$ cat config.mk
export PLATFORM = sky130hd
export DESIGN_NAME = sudoku_sequencer
export DESIGN_NICKNAME = d
export VERILOG_FILES = /design/src/rtl/sudoku_pkg.sv /design/src/rtl/sudoku_sequencer_progress_monitor.sv /design/src/rtl/sudoku_sequencer.sv
export SDC_FILE = /design/constraint.sdc
export NUM_CORES = 1
export LEC_CHECK = 0
export ABC_CLOCK_PERIOD_IN_PS = 2500
export CELL_PAD_IN_SITES_DETAIL_PLACEMENT = 1
export CELL_PAD_IN_SITES_GLOBAL_PLACEMENT = 2
export CORE_MARGIN = 5
export CORE_UTILIZATION = 32
export CTS_BUF_LIST = sky130_fd_sc_hd__clkbuf_8 sky130_fd_sc_hd__clkbuf_16
export DETAILED_ROUTE_END_ITERATION = 12
export PLACE_DENSITY_LB_ADDON = 0.1
export SYNTH_ARGS = -nofsm -noshare
export SYNTH_HDL_FRONTEND = slang
export SYNTH_SLANG_ARGS = --single-unit
$ cat constraint.sdc
create_clock -name clock -period 2.5 [get_ports clock]
set_input_delay 0.5 -clock clock [delete_from_list [all_inputs] [get_ports clock]]
set_output_delay 0.5 -clock clock [all_outputs]
set_load 0.1 [all_outputs]
$ cat src/rtl/sudoku_pkg.sv
// Shared types for the sudoku sequencer: controller states, result codes, grid sizes
// and the BCD-digit to one-hot cell encoding used by the solver's input buffer.
package sudoku_pkg;

  localparam int CELLS   = 81;
  localparam int DIGIT_W = 4;

  typedef enum logic [2:0] {IDLE, CLEAR, LOAD, START, RUN, DRAIN} state_t;

  typedef enum logic [1:0] {RES_NONE, RES_SOLVED, RES_FAIL, RES_STUCK} result_t;

  // Digits 1..9 map to bit d-1; blank (0) and the non-BCD codes 10..15 map to no candidate.
  function automatic logic [8:0] digit_to_onehot(input logic [DIGIT_W-1:0] d);
    logic [8:0] oh;
    oh = '0;
    if (d >= 4'd1 && d <= 4'd9) oh[d - 4'd1] = 1'b1;
    return oh;
  endfunction

endpackage

$ cat src/rtl/sudoku_sequencer_progress_monitor.sv
// Watches the solver grid while it runs: flags a fully solved grid, and a stuck one when the
// grid stops changing for STALL_LIMIT cycles or the run reaches TIMEOUT cycles.
module progress_monitor
  import sudoku_pkg::*;
#(
  parameter int STALL_LIMIT = 4,
  parameter int TIMEOUT     = 1023
) (
  input  logic                          clock,
  input  logic                          reset_L,
  input  logic                          clear,
  input  logic                          run,
  input  logic [8:0][8:0][DIGIT_W-1:0]  hr_vals,
  output logic                          solved,
  output logic                          stuck
);

  localparam int STALL_W = $clog2(STALL_LIMIT + 1);
  localparam int RUN_W   = $clog2(TIMEOUT + 1);

  logic [8:0][8:0][DIGIT_W-1:0] snapshot;
  logic [STALL_W-1:0]           stall_cnt;
  logic [STALL_W-1:0]           stall_nxt;
  logic [RUN_W-1:0]             run_cnt;
  logic [RUN_W-1:0]             run_nxt;

  // Limits compare against the post-increment counts so the verdict lands in the
  // cycle that completes the limit, not one cycle later.
  always_comb begin
    solved = 1'b1;
    for (int r = 0; r < 9; r++) begin
      for (int c = 0; c < 9; c++) begin
        if (hr_vals[r][c] == '0) solved = 1'b0;
      end
    end

    stall_nxt = '0;
    if (hr_vals == snapshot) begin
      stall_nxt = (stall_cnt == STALL_W'(STALL_LIMIT)) ? stall_cnt : stall_cnt + 1'b1;
    end

    run_nxt = (run_cnt == RUN_W'(TIMEOUT)) ? run_cnt : run_cnt + 1'b1;

    stuck = (stall_nxt == STALL_W'(STALL_LIMIT)) || (run_nxt == RUN_W'(TIMEOUT));
  end

  always_ff @(posedge clock or negedge reset_L) begin
    if (!reset_L) begin
      snapshot  <= '0;
      stall_cnt <= '0;
      run_cnt   <= '0;
    end else if (clear) begin
      snapshot  <= '0;
      stall_cnt <= '0;
      run_cnt   <= '0;
    end else if (run) begin
      snapshot  <= hr_vals;
      stall_cnt <= stall_nxt;
      run_cnt   <= run_nxt;
    end
  end

endmodule

$ cat src/rtl/sudoku_sequencer.sv
// Puzzle lifecycle controller for one solver: clear, load 81 digits, start, watch for a verdict,
// then drain the 81 result digits with valid/ready backpressure.
module sudoku_sequencer
  import sudoku_pkg::*;
#(
  parameter int STALL_LIMIT = 4,
  parameter int TIMEOUT     = 1023
) (
  input  logic                          clock,
  input  logic                          reset_L,
  input  logic                          in_valid,
  output logic                          in_ready,
  input  logic [DIGIT_W-1:0]            in_data,
  output logic                          cell_we,
  output logic [6:0]                    cell_addr,
  output logic [8:0]                    cell_onehot,
  output logic                          solver_reset_L,
  output logic                          solve_start,
  input  logic                          solver_fail,
  input  logic [8:0][8:0][DIGIT_W-1:0]  hr_vals,
  output logic                          out_valid,
  input  logic                          out_ready,
  output logic [DIGIT_W-1:0]            out_data,
  output logic                          out_last,
  output logic                          busy,
  output logic [1:0]                    result,
  output logic                          done
);

  localparam logic [6:0] LAST_CELL = 7'(CELLS - 1);

  state_t     state;
  result_t    res;
  logic [6:0] load_idx;
  logic [6:0] out_idx;
  logic [3:0] out_row;
  logic [3:0] out_col;
  logic       solved;
  logic       stuck;

  assign in_ready    = (state == LOAD);
  assign cell_we     = in_ready && in_valid;
  assign cell_addr   = load_idx;
  assign cell_onehot = cell_we ? digit_to_onehot(in_data) : 9'd0;

  // Row/column are tracked alongside the linear index to avoid a divide-by-9 on the read path.
  assign out_data = out_valid ? hr_vals[out_row][out_col] : '0;
  assign out_last = out_valid && (out_idx == LAST_CELL);
  assign busy     = (state != IDLE);
  assign result   = res;

  progress_monitor #(
    .STALL_LIMIT (STALL_LIMIT),
    .TIMEOUT     (TIMEOUT)
  ) u_monitor (
    .clock   (clock),
    .reset_L (reset_L),
    .clear   (state == START),
    .run     (state == RUN),
    .hr_vals (hr_vals),
    .solved  (solved),
    .stuck   (stuck)
  );

  always_ff @(posedge clock or negedge reset_L) begin
    if (!reset_L) begin
      state          <= IDLE;
      res            <= RES_NONE;
      load_idx       <= '0;
      out_idx        <= '0;
      out_row        <= '0;
      out_col        <= '0;
      solver_reset_L <= 1'b0;
      solve_start    <= 1'b0;
      out_valid      <= 1'b0;
      done           <= 1'b0;
    end else begin
      solver_reset_L <= 1'b1;
      solve_start    <= 1'b0;
      done           <= 1'b0;
      case (state)
        IDLE: begin
          if (in_valid) begin
            state          <= CLEAR;
            solver_reset_L <= 1'b0;
          end
        end
        CLEAR: begin
          state    <= LOAD;
          res      <= RES_NONE;
          load_idx <= '0;
        end
        LOAD: begin
          if (cell_we) begin
            if (load_idx == LAST_CELL) begin
              load_idx    <= '0;
              state       <= START;
              solve_start <= 1'b1;
            end else begin
              load_idx <= load_idx + 7'd1;
            end
          end
        end
        START: begin
          state <= RUN;
        end
        RUN: begin
          // Contradiction outranks a full grid, which outranks the stall/timeout verdict.
          if (solver_fail) begin
            res       <= RES_FAIL;
            state     <= DRAIN;
            out_valid <= 1'b1;
          end else if (solved) begin
            res       <= RES_SOLVED;
            state     <= DRAIN;
            out_valid <= 1'b1;
          end else if (stuck) begin
            res       <= RES_STUCK;
            state     <= DRAIN;
            out_valid <= 1'b1;
          end
        end
        DRAIN: begin
          if (out_ready) begin
            if (out_idx == LAST_CELL) begin
              state     <= IDLE;
              out_valid <= 1'b0;
              done      <= 1'b1;
              out_idx   <= '0;
              out_row   <= '0;
              out_col   <= '0;
            end else begin
              out_idx <= out_idx + 7'd1;
              if (out_col == 4'd8) begin
                out_col <= '0;
                out_row <= out_row + 4'd1;
              end else begin
                out_col <= out_col + 4'd1;
              end
            end
          end
        end
        default: state <= IDLE;
      endcase
    end
  end

endmodule

==> key figures, run 1 <==
Outcome
  • Outcome: complete, but fails checks
  • Failing checks: setup timing

Clock network
  • Root buffer cell: clkbuf_16
  • CTS sink cnt: between 300 and 400
  • Clk_lat worst skew: roughly 0.60 ns
  • Clock tree from TritonCTS: done
  • Num CTS Buffers: 46
  • Clock edge transition at the registers on the reported setup and hold paths: 0.06 ns
  • H-tree depth: 2
  • CTS Buffer Depth: 3

Timing
  • Setup TNS: -8.103 ns
  • Fin. max-slew vios: 0
  • Worst slew pin tran: ~0.86 ns
  • Slew headroom: 42.21%
  • Final hold vios: 0
  • Final period util: 159.7%
  • FMAX: 250.4 MHz
  • Worst setup margin: -1.493 ns
  • RSZ-0062 raised after global routing: yes
  • Setup Skew: 0.03525 ns
  • Post-route minimum period: about 4 ns
  • Endpoints failing setup: 19

Floorplan
  • Row cnt: 93
  • Core outline area: roughly 64,000 sq um
  • Top Ports: 363
  • Chip width: 264.3 um
  • Die area: 69,830 sq um
  • Effective utilization at floorplan: 32.21%
  • Die height: 264.3 um

Pwr
  • P per Cell Area: 1231 nW/um^2
  • Peak supply drop: ~1200 uV
  • Power consumption: 41.70 mW
  • Static leakage: 15.42 nW

Critical path
  • WP data required: approximately 2.0 ns
  • R2R cell count: 11
  • Most numerous cell on the critical path: buf_12
  • Critical-path maximum fanout: 6
  • R2r endpoint: result[1]
  • Critical path buffers and inverters: 4
  • Worst setup SP type: flop
  • Critical path class: reg -> out
  • CP delay by family, top: multiplexers
  • WP data arrival: 3.49 ns
  • Slowest stage delay, CP: 0.56 ns
  • Crit path max-delay cell type: mux4_2
  • Worst path cell trace: buf_12 -> buf_12 -> buf_4 -> mux4_2 -> mux4_2 -> mux2i_4 -> nand2_1 -> a22oi_2 -> nor2b_4 -> buf_12
  • Reg2reg setup slack: -0.31 ns
  • FF-to-FF Start: u_monitor.snapshot[47]
  • Worst setup EP type: primary output

Placement
  • HPWL Detailed: 97.20 mm
  • Global placer's final weighted congestion: 0.9715
  • IO Port Bufs: roughly 360

Yosys
  • Syn Nets: 2,098
  • Yosys cell types: 55
  • Post-synth EDFFs: 0
  • Post-synthesis cell area: 20,690 sq um
  • Main flop type after synthesis: dfrtp_1
  • Top cells by area, synth: dfrtp_1 45%, a22o_1 14%, xor2_1 14%
  • Yosys top cell by area: dfrtp_1
  • Warnings, synthesis: 0
  • Synth top area share: between 40% and 50%
  • Synth Register Bits: 368
  • Average cell area after synthesis: around 12 sq um
  • Fraction of registers with async set/reset: 100.0%
  • Post-Syn Instances: approximately 1,800
  • Post-synthesis sequential area ratio: 44.51%

Finish
  • Syn-to-layout area delta: 63.75%
  • Finished Core Util: a little over half
  • Ratio of cells with drive above 1 in the final layout: 38.36%
  • Final net count: approximately 3,100

Drt
  • Routed Antenna Nets: 0
  • DR pass1 iterations: 5
  • DRC: 0
  • Vias per cell: 5.826
  • Final WL: 122.6 mm
  • 1st-iter DRT viols: about 2,200
  • WL/cell: 33.54 um
  • DR vias: 21,300

Global routing
  • Met1 usage: a little under half
  • Largest net degree at the start of global routing: approximately 110
  • GRT Residual Overflow: 0
  • GRT Total Usage: approximately 34%
  • M2 GR Usage: 54.33%
  • GR Layer Usage met3: 6.082%
  • Grt peak-use layer: met2
  • Number of global-route vias before repair: between 20,000 and 25,000
  • Initial antenna violation count: 3
  • First-pass GRT wire length: 169.8 mm

Min path
  • Hold wc startpoint: hr_vals[53]
  • Hold path cells: 3
  • Hold Path Class: in -> reg
  • WHS Endpoint: u_monitor.snapshot[53]

Run
  • Max cap viols: 0
==> routing by layer <==
layer / up-vias / wire length [um]
li1: 8856 / -
met1: 11220 / 50050
met2: 1030 / 57010
met3: 193 / 9648
met4: 4 / 5884
met5: - / 27
==> worst max path at each step <==
stage	start	slack [ns]	depth (start not counted)	to
floorplan	state[2]	-0.56	7	cell_onehot[5]
global placement	hr_vals[19]	-1.47	11	result[1]
detailed placement	hr_vals[154]	-1.50	12	result[1]
CTS	out_row[0]	-1.44	11	out_data[3]
global route	out_row[0]	-1.55	10	out_data[0]
finish	out_row[0]	-1.49	10	out_data[0]
==> stage by stage <==
stage	setup WS [ns]	cells	instance area, sq um	hold WS [ns]
floorplan	-0.5620	1755	20920	0.2044
global placement	-1.470	3534	30660	0.4750
detailed placement	-1.503	3534	30660	0.4760
CTS	-1.437	3639	33160	0.4101
global route	-1.550	3655	33870	0.3306
finish	-1.493	3656	33880	0.3377
==> cell type report <==
type                            instances  area (sq um)
Tap cell                              855          1070
Clock buffer                           57          1314
Clock inverter                         28         290.3
Sequential cell                       368          9228
Fill cell                            6777         30360
Inverter                               16         68.82
Timing Repair Buffer                 1072          9743
Antenna cell                            1         2.502
Multi-Input combinational cell       1259         12160
==> synthesized netlist by cell type, types with 10 or more instances <==
cell,instances
mux2i_1,18
nor4_1,186
nand2_1,47
mux4_2,86
nor3_1,12
ha_1,10
xnor2_1,10
buf_2,13
a21oi_1,20
and3_1,11
o21ai_0,37
a31oi_1,10
dfrtp_1,368
inv_1,14
nand4_1,35
clkbuf_1,87
nor2_1,32
xor2_1,319
a22o_1,325
nand3_1,16
==> flip-flops by register name (all words and copies together) (netlist names), 3 cells and up <==
name / cells
cell_addr: 7
out_col: 4
out_idx: 7
out_row: 4
state: 3
u_monitor.run_cnt: 10
u_monitor.snapshot: 324
u_monitor.stall_cnt: 3
==> power breakdown <==
part / internal, mW / total, mW / switching (mW)
registers: 8.88 / 11.2 / 2.34
logic: 10.9 / 23.2 / 12.4
clock network: 4.33 / 7.24 / 2.91
==> layout by cell type, fill, tap and decap left out, types with 6 or more instances in the layout <==
cell	instances
o22ai_1	7
o21ai_0	35
dfrtp_1	359
nor2_1	25
clkbuf_16	50
mux2i_1	15
clkdlybuf4s50_1	273
a22o_1	325
nand4_1	35
xnor2_1	10
nand2b_1	7
mux4_2	90
buf_6	17
dlygate4sd2_1	39
xor2_1	304
dfrtp_2	6
clkinv_2	11
bufinv_16	6
a21oi_1	20
buf_4	660
nor3_1	7
nand3_1	14
dlymetal6s2s_1	18
inv_1	21
and3_1	9
nor4_4	25
ha_1	10
xor2_2	13
nand2_1	42
buf_12	55
a31oi_1	10
nor4_1	95
nor4_2	66
clkbuf_8	10
==> worst register-to-register path, stage by stage (launching register included) <==
cell and delay (ns):
dfrtp_1 0.40, xor2_1 0.18, nor4_2 0.39, buf_4 0.18, nand4_1 0.18, nor4_2 0.31
nand4_1 0.13, buf_6 0.16, o211ai_1 0.17, buf_4 0.19, nand2_2 0.07, a221o_1 0.31
==> repair_timing <==
action	4_1_cts	5_1_grt
cloned	1	3
resized for setup	169	112
hold buffers	1	0
setup buffers	22	16
setup endpoints to repair	28	22
endpoints found under the hold margin	32	0
pin swaps	45	45
==> logic make-up (layout without fill, tap and decap cells) <==
family	Yosys count	after routing	synth area share, %
compound gates	433	433	16.99
xor+xnor	329	329	13.93
fa+ha+maj	10	10	0.6048
flops	368	368	44.51
simple gates	375	375	10.33
buf+inv	128	1173	2.601
mux	112	112	11.03
other cells	0	1	0
No activity file was read; power rests on OpenSTA's default activity.
==> inputs of run 2 (changes only) <==
SKIP_LAST_GASP = 1   (was not set)
==> key figures, run 2 (synthesis results as in run 1) <==
Outcome
  • Outcome: complete, but fails checks
  • Failing checks: setup timing

Finish
  • Most common cell after layout, fill and taps aside: buf_4
  • Max reg flops: 324
  • Ratio of cells with drive above 1 in the final layout: 38.29%
  • Syn-to-layout area delta: 63.60%
  • Final Non-Filler Cells: roughly 3,700
  • Commonest non-fill, non-tap cells in the layout: 661 x buf_4, 359 x dfrtp_1, 325 x a22o_1
  • Reg with most FFs: u_monitor.snapshot
  • Final net count: 3,106
  • Top Registers: u_monitor.snapshot: 324 flops, u_monitor.run_cnt: 10 flops

Timing
  • Worst setup margin: -1.544 ns
  • FMAX: 247.3 MHz
  • Endpoints failing setup: 19
  • RSZ-0062 raised after global routing: yes
  • Final period util: 161.8%
  • Fin. max-slew vios: 0
  • Setup Skew: between 0.03 and 0.04 ns
  • Worst slew pin tran: 0.8938 ns
  • Post-route minimum period: 4.044 ns
  • Slew headroom: 40.21%
  • Setup TNS: -8.435 ns
  • Final hold vios: 0
  • Smallest hold slack: 0.3365 ns

Drt
  • 1st-iter DRT viols: 2,135
  • Final WL: approximately 120 mm
  • DR pass1 iterations: 5
  • WL/cell: 33.51 um
  • DRC: 0
  • Routed Antenna Nets: 0
  • Vias per cell: 5.838
  • DR vias: around 21,000

Critical path
  • Worst path cell trace: buf_12 -> buf_12 -> buf_4 -> mux4_2 -> mux4_2 -> mux2i_4 -> nand2_1 -> a22oi_2 -> nor2b_4 -> buf_12
  • Crit path max-delay cell type: mux4_2
  • Critical-path maximum fanout: 6
  • R2R cell count: 11
  • WP data required: 2.00 ns
  • Slowest stage delay, CP: 0.56 ns
  • Critical path endpoint: out_data[0]
  • Most numerous cell on the critical path: buf_12
  • R2r endpoint: result[1]
  • Critical path class: reg -> out
  • Worst setup SP type: flop
  • Worst setup EP type: primary output
  • CP startpoint: out_row[0]
  • FF-to-FF Start: u_monitor.snapshot[21]
  • WP data arrival: 3.54 ns
  • Reg2reg setup slack: -0.33 ns

Min path
  • Hold path cells: 3
  • Hold Path Class: in -> reg

Floorplan
  • Effective utilization at floorplan: 32.21%
  • Chip width: 264.3 um
  • Row cnt: 93
  • Top Ports: 363
  • Core outline area: 64,230 sq um
  • Die height: 264.3 um
  • Die area: 69,830 sq um

Global routing
  • Number of global-route vias before repair: 22,400
  • GRT Residual Overflow: 0
  • Largest net degree at the start of global routing: 105
  • GRT Total Usage: 33.57%
  • Initial antenna violation count: 3
  • First-pass GRT wire length: 169.9 mm

Clock network
  • Clock edge transition at the registers on the reported setup and hold paths: 0.06 ns
  • Clk_lat worst skew: 0.60 ns
  • CTS sink cnt: 368
  • Clock tree from TritonCTS: done
  • Root buffer cell: clkbuf_16
  • Num CTS Buffers: 46
  • H-tree depth: 2
  • CTS Buffer Depth: 3

Pwr
  • Register share of total power: ~27%
  • Peak supply drop: 1194 uV
  • Static leakage: 15.41 nW
  • Net switching power: 17.65 mW
  • P_int: 24.03 mW
  • Power consumption: 41.67 mW
  • P per Cell Area: 1231 nW/um^2
  • Clock share of power: 17.4%
  • Sw Share: 42.35%
  • Combinational share of power: 55.7%

Placement
  • Placed Cells: around 3,500
  • Global placer's final weighted congestion: 0.9715
  • Place WS: -1.503 ns
  • HPWL Detailed: 97.20 mm
  • IO Port Bufs: 362

Run
  • Max cap viols: 0
## run 2: how the worst min path moves through the flow
| stage | start | endpoint | slack [ns] |
|---|---|---|---|
| floorplan | reset_L | cell_addr[0] | 0.20 |
| global placement | reset_L | out_idx[4] | 0.47 |
| detailed placement | reset_L | out_idx[4] | 0.48 |
| CTS | hr_vals[48] | u_monitor.snapshot[48] | 0.41 |
| global route | hr_vals[53] | u_monitor.snapshot[53] | 0.33 |
| finish | hr_vals[53] | u_monitor.snapshot[53] | 0.34 |
## run 2: final cells by class
cell class,count,area [sq um]
Multi-Input combinational cell,1259,12160
Clock buffer,57,1314
Inverter,16,66.31
Clock inverter,28,290.3
Tap cell,855,1070
Fill cell,6775,30390
Antenna cell,1,2.502
Sequential cell,368,9228
Timing Repair Buffer,1072,9718
## run 2: power groups by stage
stage               Combinational (mW)  Sequential [mW]  Clock, mW
global route                      24.0             11.5       7.59
floorplan                         10.8             11.1          0
CTS                               22.3             11.1       7.34
detailed placement                21.3             11.1          0
global placement                  21.0             11.0          0
finish                            23.2             11.2       7.25
## run 2: worst max-delay path, delay by kind of cell, from the launching register on
| family | cells | cell delay [ns] |
|---|---|---|
| compound gates | 1 | 0.28 |
| simple gates | 2 | 0.18 |
| flops | 1 | 0.50 |
| buf+inv | 4 | 0.63 |
| mux | 3 | 1.35 |
## run 2: stage by stage
stage          utilization [%]  cell area, sq um
4_1_cts                  51.60             33140
3_3_place_gp             47.74             30660
5_1_grt                  52.69             33840
3_5_place_dp             47.74             30660
6_report                 52.69             33850
2_1_floorplan                -             20920
## run 2: repair_timing
action                     4_1_cts  5_1_grt
hold endpoints to repair        32        0
pin swaps                       45       44
cloned                           1        3
hold buffers                     1        0
buffers inserted                22       16
setup endpoints to repair       28       22
resized for setup              166      105
## run 2: routing by layer
layer	vias up	share of wire, %	global-route usage, %
met4	4	4.7	12.24
met5	-	0.022	0
met2	1034	47	54.32
li1	8849	-	-
met3	193	7.8	6.082
met1	11260	41	45.33
==> patch 1 (settings of run 2) <==
Reset style: synchronous (`reset_L`), changed in 2 clocked blocks.
--- a/src/rtl/sudoku_sequencer_progress_monitor.sv
+++ b/src/rtl/sudoku_sequencer_progress_monitor.sv
@@ -44,7 +44,7 @@
     stuck = (stall_nxt == STALL_W'(STALL_LIMIT)) || (run_nxt == RUN_W'(TIMEOUT));
   end
 
-  always_ff @(posedge clock or negedge reset_L) begin
+  always_ff @(posedge clock) begin
     if (!reset_L) begin
       snapshot  <= '0;
       stall_cnt <= '0;
--- a/src/rtl/sudoku_sequencer.sv
+++ b/src/rtl/sudoku_sequencer.sv
@@ -62,7 +62,7 @@
     .stuck   (stuck)
   );
 
-  always_ff @(posedge clock or negedge reset_L) begin
+  always_ff @(posedge clock) begin
     if (!reset_L) begin
       state          <= IDLE;
       res            <= RES_NONE;
Function: differs if reset_L is asserted again (counterexample within 4 cycles, from zero or initial values and one cycle with reset_L low); with reset_L held inactive, the same outputs for 4 cycles.
==> patch 1 against run 2 <==
The run still ends with setup timing left; routed wire length down 3.0%; sequential cell count unchanged; non-clock buffer count decreased by 141; core utilization is 2.4 points lower; final area shrank 6.9%; first-iteration DRC count shrank 14%; worst setup slack improved by 0.20 ns; area after synthesis shrank 2.8%; die area down 2.7%; critical endpoint is now out_data[1].
Power is not compared: it rests on default switching activity, and its combinational part moved more than twofold at a synthesized area within 25%.
==> patch 1: results (changes against run 2) <==
Run status
  – Status: finished with violations
  – Failing checks: setup timing

Critical path
  – Launching point of the worst reg2reg path: u_monitor.snapshot[299]
  – Slowest stage delay, CP: 0.62 ns (+0.06 ns)
  – WP data arrival: 3.34 ns (-0.20 ns)
  – R2r endpoint: result[1]
  – R2R depth: 10 (-1)

Timing
  – Final setup fails: 11 (-8)
  – Setup slack after layout: -1.34 ns (+0.202 ns)
  – Least-Margin Pin Slew: 0.916 ns (+0.0226 ns)

GRT
  – Initial antenna violation count: 12 (+9)
  – All-Layer GR Usage: 0.334 (-0.00131)
  – Largest net degree at the start of global routing: 144 (+37%)
  – First-pass GRT wire length: 164 mm (-3.6%)

Worst hold path
  – Hold wc startpoint: hr_vals[252]
  – End of the worst hold path: u_monitor.snapshot[252]

Finish
  – Registers with the most flip-flops: u_monitor.snapshot (324), u_monitor.run_cnt (10)
  – Final #Nets: 3611 (+16%)
  – Fillcell total: 7348 (+8.5%)

Drt
  – Wirelength, routed: 119 mm (-3.0%)
  – Initial DRC count: 1842 (-14%)
  – Met3 WL: 8.78 mm (-8.7%)
  – WL met2: 54.7 mm (-4.2%)
  – Via count: 22.5k (+5.4%)
  – Metal-1 WL: 48.1 mm (-3.9%)

Logic synthesis
  – Most frequent cells after synthesis: nand2_1, dfxtp_1, a21oi_1, xnor2_1
  – Sequential-to-total area share from yosys stat: 0.366 (-0.0789)
  – Post-Syn Nets: 2779 (+32%)
  – Synth top area cells: dfxtp_1, nand2_1, mux4_2
  – Async S/R FF share, synth: 0 (-1.00)
  – Distinct cells, synth: 52 (-5.5%)
  – YS warnings: 0 (unchanged)

Placement
  – Final GP Congestion: 0.984 (+1.3%)
  – Post-detail-place hpwl: 96.0 mm (-1.2%)

Clock tree
  – Cts bufs inserted: 47 (+2.2%)
-- patch 1: repair_timing --
item / 4_1_cts / 5_1_grt
cloned: 1 / 2
endpoints found under the hold margin: 0 / 0
pin swaps: 24 / 30
buffers inserted: 5 / 5
gates resized for setup: 61 / 110
setup endpoints to repair: 19 / 13
-- patch 1: power by group through the flow --
| stage | logic (W) | clock network [W] | registers (W) |
|---|---|---|---|
| floorplan | 0.000875 | 0 | 0.00618 |
| global placement | 0.00311 | 0 | 0.00615 |
| detailed placement | 0.00314 | 0 | 0.00616 |
| CTS | 0.00318 | 0.00761 | 0.00603 |
| global route | 0.00335 | 0.00780 | 0.00604 |
| finish | 0.00326 | 0.00748 | 0.00603 |
-- patch 1: kinds of logic after synthesis --
group,after synthesis,synth area share
AOI/OAI and AO/OA,408,0.111
xor gates and xnor gates,341,0.148
adders and majority gates,10,0.00622
buffers and inverters,172,0.0326
DFF,368,0.366
muxes,120,0.110
and+or+nand+nor,1017,0.226
-- patch 1: worst max-delay path by stage --
stage | endpoint | from | depth (start not counted)
floorplan | cell_onehot[1] | state[0] | 6
global placement | result[0] | hr_vals[277] | 12
detailed placement | result[0] | hr_vals[277] | 12
CTS | out_data[0] | out_row[0] | 9
global route | out_data[3] | out_row[0] | 10
finish | out_data[1] | out_row[0] | 9
-- patch 1: layer usage --
metal / up-vias / track usage
li1: 10200 / -
met1: 11200 / 0.433
met2: 860 / 0.535
met3: 230 / 0.0585
met4: 4 / 0.172
met5: - / 0
-- patch 1: per-stage QoR --
stage               worst slack (ns)  instances  setup TNS [ns]  power [W]
global route                   -1.39       4153           -7.45     0.0172
detailed placement             -1.32       4053          -13.04    0.00930
finish                         -1.34       4153           -7.24     0.0168
CTS                            -1.45       4145           -8.12     0.0168
global placement               -1.27       4053          -12.59    0.00927
floorplan                     -0.432       2436           -2.43    0.00706
-- patch 1: final cells by class --
| class | instances | share of cell area |
|---|---|---|
| multi-input cells | 1896 | 0.405 |
| repair buffers | 931 | 0.270 |
| flip-flops and latches | 368 | 0.234 |
| clock buffers | 66 | 0.0463 |
| well taps | 846 | 0.0336 |
| clock inverters | 20 | 0.00766 |
| inverters | 24 | 0.00286 |
| diodes | 2 | 0.000159 |
-- patch 1: tightest hold or removal path, cell delays in order --
cell and delay, ns:
dlymetal6s2s_1 0.19, nand2_1 0.08, a21oi_1 0.05
==> patch 2 (flow settings as in run 2) <==
Made on the original files. `STALL_LIMIT` is set to 4 in 2 places; all go to 8.
--- a/src/rtl/sudoku_sequencer_progress_monitor.sv
+++ b/src/rtl/sudoku_sequencer_progress_monitor.sv
@@ -3,7 +3,7 @@
 module progress_monitor
   import sudoku_pkg::*;
 #(
-  parameter int STALL_LIMIT = 4,
+  parameter int STALL_LIMIT = 8,
   parameter int TIMEOUT     = 1023
 ) (
   input  logic                          clock,
--- a/src/rtl/sudoku_sequencer.sv
+++ b/src/rtl/sudoku_sequencer.sv
@@ -3,7 +3,7 @@
 module sudoku_sequencer
   import sudoku_pkg::*;
 #(
-  parameter int STALL_LIMIT = 4,
+  parameter int STALL_LIMIT = 8,
   parameter int TIMEOUT     = 1023
 ) (
   input  logic                          clock,
Formal check against the unedited RTL: same outputs for any inputs over 4 cycles, from zero or initial values and one cycle with reset_L low; that may be too few to reach the edited logic, so the function may still have changed.
==> patch 2 against run 2 <==
Final area up 1.1%; global-route usage up 0.58 points; power up 0.84%; the flow still finishes with violations (setup timing); non-clock buffer count up 37; core utilization down 0.47 points; highest routed layer unchanged; area after synthesis up 1.7%; sequential cell count up 1; worst setup slack worse by 0.068 ns; critical endpoint is now out_data[3]; first-iteration DRC count up 6.0%; routed wire length up 2.6%; critical path type unchanged.
==> patch 2: results (changes against run 2) <==
Logic synthesis
  – Synth top area cells: dfrtp_1, a22o_1, mux4_2
  – Most frequent cells after synthesis: dfrtp_1, a22o_1, nor4_1, xor2_1, xnor2_1
  – Sequential-to-total area share from yosys stat: 0.439 (-0.00643)
  – Syn Inst Count: 1820 (+3.7%)
  – Distinct cells, synth: 57 (+3.6%)
  – Post-Syn Nets: 2163 (+3.1%)

Finish
  – Fillcell total: 6860 (+1.3%)
  – Final #Nets: 3210 (+3.3%)
  – Share of cells above drive strength 1: 0.375 (-0.00790)
  – Final Non-Filler Cells: 3767 (+3.0%)

Critical path
  – R2R depth: 10 (-1)
  – R2r endpoint: u_monitor.stall_cnt[0]
  – Crit-path max FO: 7 (+1)
  – Reg-to-reg slack, setup: -0.35 ns (-0.02 ns)
  – Worst Setup EP: out_data[3]
  – Launching point of the worst reg2reg path: u_monitor.snapshot[210]

Power and ir drop
  – Switching Share: 0.432 (+0.00870)
  – Internal power: 0.0239 W (-0.68%)
  – Share of power burned in registers: 0.257 (-0.012)
  – VDD IR max: 0.000680 V (-43%)
  – Clk pwr share: 0.160 (-0.014)
  – Leakage: 15.3 nW (-0.97%)

Run status
  – Status: finished with violations
  – Failing checks: setup timing

Timing
  – Final setup skew: 0.0145 ns (-0.0205 ns)
  – TNS Setup: -8.54 ns (-0.101 ns)
  – Setup slack after layout: -1.61 ns (-0.0676 ns)
  – Least-Margin Pin Slew: 1.01 ns (+0.119 ns)
  – Final setup fails: 16 (-3)

Placement
  – Post-placement cell area: 31500 sq um (+2.6%)
  – Post-detail-place hpwl: 101 mm (+3.9%)
  – Pre-CTS WS: -1.48 ns (+0.0213 ns)
  – Final GP Congestion: 0.977 (+0.58%)
  – Placed cells: 3656 (+3.5%)

GRT
  – First-pass GRT wire length: 174 mm (+2.2%)
  – Initial antenna violation count: 11 (+8)
  – All-Layer GR Usage: 0.341 (+0.00581)
  – Vias in the first global route: 22.9k (+2.2%)

Clock tree
  – Cts bufs inserted: 47 (+2.2%)

Drt
  – Via count: 21.7k (+1.8%)
  – Initial DRC count: 2263 (+6.0%)
  – Wirelength, routed: 126 mm (+2.6%)
==> patch 2: cell type report <==
| cell class | count | area, sq um | area share |
|---|---|---|---|
| Antenna cell | 4 | 10.0 | 0.000293 |
| Clock buffer | 55 | 1290 | 0.0376 |
| Clock inverter | 26 | 174 | 0.00508 |
| Inverter | 22 | 98.8 | 0.00289 |
| Multi-Input combinational cell | 1318 | 12300 | 0.361 |
| Sequential cell | 369 | 9250 | 0.270 |
| Tap cell | 864 | 1080 | 0.0316 |
| Timing Repair Buffer | 1109 | 9970 | 0.292 |
==> patch 2: routing by layer <==
metal | wire length (microns) | global-route usage
met1 | 52400 | 0.466
met2 | 59100 | 0.560
met3 | 8830 | 0.0561
met4 | 5290 | 0.108
met5 | 13 | 0
==> patch 2: logic make-up after synthesis <==
logic type / share of synthesized area
mux: 0.106
fa+ha+maj: 0.00594
simple gates: 0.117
buf+inv: 0.0256
xor+xnor: 0.138
compound gates: 0.168
flops: 0.439
==> patch 2: how the worst min path moves through the flow <==
| stage | start | to | slack, ns |
|---|---|---|---|
| detailed placement | reset_L | u_monitor.run_cnt[3] | 0.47 |
| finish | hr_vals[53] | u_monitor.snapshot[53] | 0.33 |
| floorplan | reset_L | cell_addr[0] | 0.20 |
| global placement | reset_L | u_monitor.run_cnt[3] | 0.47 |
| CTS | hr_vals[308] | u_monitor.snapshot[308] | 0.43 |
| global route | hr_vals[53] | u_monitor.snapshot[53] | 0.31 |
==> patch 2: what timing repair did <==
action / in CTS / in global routing
pin swaps: 45 / 42
hold buffers: 1 / 0
gates cloned: 5 / 0
endpoints found under the hold margin: 38 / 0
endpoints found under the setup margin: 22 / 23
resized for setup: 143 / 76
buffers inserted: 11 / 12
